`src/rtl/pipelined_addsub.sv`:
```
// Pipelined adder/subtractor: a WIDTH-bit add/subtract split into STAGES ripple chunks,
// one register boundary per chunk, with valid/ready handshake and a global stall.
module pipelined_addsub #(
  parameter int WIDTH  = 8,
  parameter int STAGES = 2
) (
  input  logic             clk,
  input  logic             rst,
  input  logic             in_valid,
  output logic             in_ready,
  input  logic [WIDTH-1:0] in_a,
  input  logic [WIDTH-1:0] in_b,
  input  logic             in_c,
  input  logic             in_sub,
  output logic             out_valid,
  input  logic             out_ready,
  output logic [WIDTH-1:0] sum_out,
  output logic             c_out,
  output logic             ovf_out,
  output logic             zero_out
);

  localparam int CHUNK = WIDTH / STAGES;
  localparam int MSB   = WIDTH - 1;

  // Slot k holds the state after stage k; the last slot is the output register.
  logic [WIDTH-1:0] pa [STAGES];
  logic [WIDTH-1:0] pb [STAGES];
  logic [WIDTH-1:0] ps [STAGES];
  logic             pc [STAGES];
  logic             pv [STAGES];
  logic             ovf_q;
  logic             zero_q;

  logic [WIDTH-1:0] nxt_s [STAGES];
  logic             nxt_c [STAGES];
  logic [WIDTH-1:0] b_prep;
  logic             c_prep;
  logic [WIDTH-1:0] last_a;
  logic [WIDTH-1:0] last_b;
  logic [WIDTH:0]   step;
  logic             ovf_nxt;
  logic             stall;

  // Adds chunk k of a and b plus carry c, inserting the result into partial sum s.
  function automatic logic [WIDTH:0] stage_step(
    input logic [WIDTH-1:0] a,
    input logic [WIDTH-1:0] b,
    input logic [WIDTH-1:0] s,
    input logic             c,
    input int               k
  );
    logic [CHUNK:0]   part;
    logic [WIDTH-1:0] r;
    part = {1'b0, a[k*CHUNK +: CHUNK]} + {1'b0, b[k*CHUNK +: CHUNK]}
         + {{CHUNK{1'b0}}, c};
    r = s;
    r[k*CHUNK +: CHUNK] = part[CHUNK-1:0];
    return {part[CHUNK], r};
  endfunction

  assign stall    = out_valid && !out_ready;
  assign in_ready = !stall;

  always_comb begin
    b_prep   = in_sub ? ~in_b : in_b;
    c_prep   = in_sub | in_c;
    step     = stage_step(in_a, b_prep, {WIDTH{1'b0}}, c_prep, 0);
    nxt_c[0] = step[WIDTH];
    nxt_s[0] = step[WIDTH-1:0];
    last_a   = in_a;
    last_b   = b_prep;
    for (int k = 1; k < STAGES; k++) begin
      step     = stage_step(pa[k-1], pb[k-1], ps[k-1], pc[k-1], k);
      nxt_c[k] = step[WIDTH];
      nxt_s[k] = step[WIDTH-1:0];
      last_a   = pa[k-1];
      last_b   = pb[k-1];
    end
    ovf_nxt = (last_a[MSB] == last_b[MSB]) && (nxt_s[STAGES-1][MSB] != last_a[MSB]);
  end

  // The whole pipe, valid bits included, advances together or holds together.
  always_ff @(posedge clk or posedge rst) begin
    if (rst) begin
      for (int k = 0; k < STAGES; k++) begin
        pa[k] <= '0;
        pb[k] <= '0;
        ps[k] <= '0;
        pc[k] <= 1'b0;
        pv[k] <= 1'b0;
      end
      ovf_q  <= 1'b0;
      zero_q <= 1'b0;
    end else if (!stall) begin
      pa[0] <= in_a;
      pb[0] <= b_prep;
      ps[0] <= nxt_s[0];
      pc[0] <= nxt_c[0];
      pv[0] <= in_valid;
      for (int k = 1; k < STAGES; k++) begin
        pa[k] <= pa[k-1];
        pb[k] <= pb[k-1];
        ps[k] <= nxt_s[k];
        pc[k] <= nxt_c[k];
        pv[k] <= pv[k-1];
      end
      ovf_q  <= ovf_nxt;
      zero_q <= ~|nxt_s[STAGES-1];
    end
  end

  assign out_valid = pv[STAGES-1];
  assign sum_out   = ps[STAGES-1];
  assign c_out     = pc[STAGES-1];
  assign ovf_out   = ovf_q;
  assign zero_out  = zero_q;

endmodule

```
`config.mk`:
```
export PLATFORM = sky130hd
export DESIGN_NAME = pipelined_addsub
export DESIGN_NICKNAME = d
export VERILOG_FILES = /design/src/rtl/pipelined_addsub.sv
export SDC_FILE = /design/constraint.sdc
export NUM_CORES = 1
export LEC_CHECK = 0
export ABC_CLOCK_PERIOD_IN_PS = 1800
export BUFFER_PORTS_ARGS = -buffer_cell sky130_fd_sc_hd__buf_2
export CAP_MARGIN = 20
export CORE_MARGIN = 4
export CORE_UTILIZATION = 45
export CTS_CLUSTER_SIZE = 28
export DETAILED_ROUTE_END_ITERATION = 7
export PLACE_DENSITY = 0.73
export SYNTH_ARGS = -nofsm -noshare
export SYNTH_HDL_FRONTEND = slang
export SYNTH_SLANG_ARGS = --single-unit
```
`constraint.sdc`:
```
create_clock -name clk -period 1.8 [get_ports clk]
set_input_delay 0.09 -clock clk [delete_from_list [all_inputs] [get_ports clk]]
set_output_delay 0.09 -clock clk [all_outputs]
set_load 0.005 [all_outputs]
```
==> metrics <==
status=complete, but fails checks; failing checks=negative setup slack; Pre-antenna DRT Iters=4; Synth cell types=22; Sink Count=26; Avg Inst Size Synth=9.85 um^2; port buffer count=34; maximum VDD drop=0.606 mV; Post-synth top cells=48 x nand2_1, 26 x dfrtp_1, 7 x o21ai_0, 7 x xor2_1; MaxCap Viol Count=0; CP Buf/Inv Count=0; post-synth top area share=0.500; slew margin rel.=0.788; initial antenna violation count=0; CTS tree=built; GRT Overall Usage=0.150; RR Endpoint=zero_out; Final ANT Viol Nets=0; routed vias/inst=4.85; DRC violations left=0; Post-Synth Adder-Cell Area=0.119; CP top delay family=adder cells; first-pass GRT wire length=4320 um; CTS clk-pin slew, worst paths=0.14 ns; Least-Margin Pin Slew=approximately 0.32 ns; Hold Path Class=input port to register; Worst EP required=2.07 ns; Pwr Total=approximately 1.8 mW; Worst Setup End Kind=register; Main synth FF type=dfrtp_1; count leader, synth=nand2_1; starting density of the core=0.471; GR Overflow Total=0; CTS buffer count=3; end-of-flow core utilization=0.612; Lkg Pwr=0.871 nW; Detailed Route Iter0 Violations=35; Nets=around 210; Synth area leaders=dfrtp_1 50%, nand2_1 14%, fa_1 6.2%; CP most frequent cell=fa_2; sequential area share after synthesis=0.500; DIE AREA=between 3000 and 4000 um^2; Total Wirelength=2620 um; Post-Synth XOR/XNOR Area=0.0876; chip width=61.8 um; final worst setup slack=-0.0969 ns; clk_lat worst skew=0.32 ns; cells after synthesis=132; Setup violations, final=3; hold path depth=3; Synth async-reset ratio=1.00; mux contribution to synthesized area=0; critical path launch point type=register; Worst Hold Launch=in_b[6]; CP cell instances=fa_2 > fa_2 > xnor2_2 > nand2_2 > nor4_4 > a22o_1; # rows=19; cell taking the most area after synthesis=dfrtp_1; Mapped Nets=164; critical path startpoint=pc[1]; largest net degree at the start of global routing=27; Post-Synth Simple-Gate Area=0.177; pwr/cell area=roughly 1100 nW/um^2; arrival time at the worst endpoint=2.17 ns; RSZ-0062 raised after global routing=yes; Post-synth EDFFs=0; largest family of logic cells by synthesized area=simple AND/OR/NAND/NOR gates; Routed WL per cell=12.5 um; Worst R2R Setup Slack=-0.1 ns; Slew Viols, Final=0; worst hold endpoint=last_b[6]; YS warnings=0; final worst-path cycle share=1.05; Syn-to-layout area delta=29.8%; number of synthesized register bits=26; H-tree Lvls=1; upper clock frequency limit=527 MHz; complex-gate fraction of the synthesized area=0.0914; core area=2760 um^2; CP Class=register to register; chip height=61.8 um; worst r2r src=pc[1]; post-detail-place hpwl=between 1500 and 2000 um; via count=1018; vias in the first global route=977; Final Hold Fails=0; layout cells sized above 1=0.330; gp weighted congestion=0.760; # IOs=35; CP max stage delay=0.44 ns; reg2reg path depth=6; root buf cell=clkbuf_4; clk buf depth=2; Worst Clk Skew=approximately 0.0016 ns; CP Max Fanout=2; crit path time final=approximately 1.9 ns; slowest stage cell, crit path=dfrtp_1; diode count=0; Mapped Area=1300 um^2
where the power goes:
group	switching, mW	leakage, nW	total, mW	internal [mW]
Clock	0.173	0.0210	0.296	0.124
Combinational	0.330	0.536	0.669	0.339
Sequential	0.0946	0.314	0.830	0.736
Total	0.597	0.871	1.80	1.20
worst min-delay path: cells and delay by family:
family                    cells  cell delay, ns
AOI/OAI and AO/OA             1            0.06
xor gates and xnor gates      1            0.10
buffers and inverters         1            0.09
cell type report:
class	count	area, um^2
repair buffers	49	302
fillers	244	1070
multi-input cells	98	653
well taps	31	38.8
flip-flops and latches	26	651
clock buffers	4	36.3
inverters	2	7.51
registers in the layout (all words and copies together) (netlist names), 4 cells and up:
name	cells
sum_out	8
last_a	4
last_b	4
nxt_s	4
through the flow:
stage	hold slack, ns	setup slack (ns)	instances	cell area [um^2]	TNS (ns)
2_1_floorplan	0.130	0.0417	132	1310	0
3_3_place_gp	0.147	0.0176	196	1540	0
3_5_place_dp	0.155	-0.0631	196	1540	-0.0631
4_1_cts	0.0424	-0.0445	209	1660	-0.0793
5_1_grt	0.0557	-0.156	210	1690	-0.466
6_report	0.0421	-0.0969	210	1690	-0.185
repair_timing:
| action | in CTS | in global routing |
|---|---|---|
| hold buffers | 6 | 0 |
| gates resized for setup | 1 | 5 |
| pin swaps | 5 | 9 |
| endpoints found under the hold margin | 31 | 0 |
| gates cloned | 0 | 0 |
| buffers inserted | 3 | 1 |
| endpoints found under the setup margin | 1 | 5 |
logic make-up after synthesis:
family	after synthesis
flip-flops	26
AO/OA/AOI/OAI	20
AND/OR/NAND/NOR	55
XOR/XNOR	13
buffers and inverters	8
adder cells (fa/ha/maj)	10
layer usage:
metal | part of all wire | GRT usage | vias up | wire length [um]
li1 | - | - | 517 | -
met1 | 0.44 | 0.207 | 467 | 1150
met2 | 0.49 | 0.248 | 32 | 1300
met3 | 0.056 | 0.0124 | 2 | 148
met4 | 0.010 | 0.0545 | 0 | 27
met5 | 0 | 0 | - | 0
cell usage in the layout (no fill, tap or decap), drive strengths merged:
| cell | netlist | final |
|---|---|---|
| or4 | 1 | 1 |
| inv | 2 | 2 |
| ha | 6 | 6 |
| a22o | 1 | 1 |
| buf | 1 | 43 |
| xnor2 | 6 | 6 |
| nor4 | 1 | 1 |
| o31ai | 1 | 1 |
| dfrtp | 26 | 26 |
| o21a | 1 | 1 |
| clkbuf | 5 | 4 |
| nand2 | 48 | 48 |
| xor2 | 7 | 7 |
| dlygate4sd3 | 0 | 6 |
| nor2 | 2 | 2 |
| nand2b | 1 | 1 |
| a21o | 4 | 4 |
| nor2b | 1 | 1 |
| or2 | 1 | 1 |
| fa | 4 | 4 |
| o21ai | 7 | 7 |
| a21oi | 6 | 6 |
worst max path at each step:
stage,to,slack (ns),depth (start not counted)
2_1_floorplan,pc[1],0.04,7
3_3_place_gp,zero_out,0.02,6
3_5_place_dp,zero_out,-0.06,6
4_1_cts,zero_out,-0.04,6
5_1_grt,zero_out,-0.16,6
6_report,zero_out,-0.1,6
Note: power is estimated with default switching activity, not from simulation.
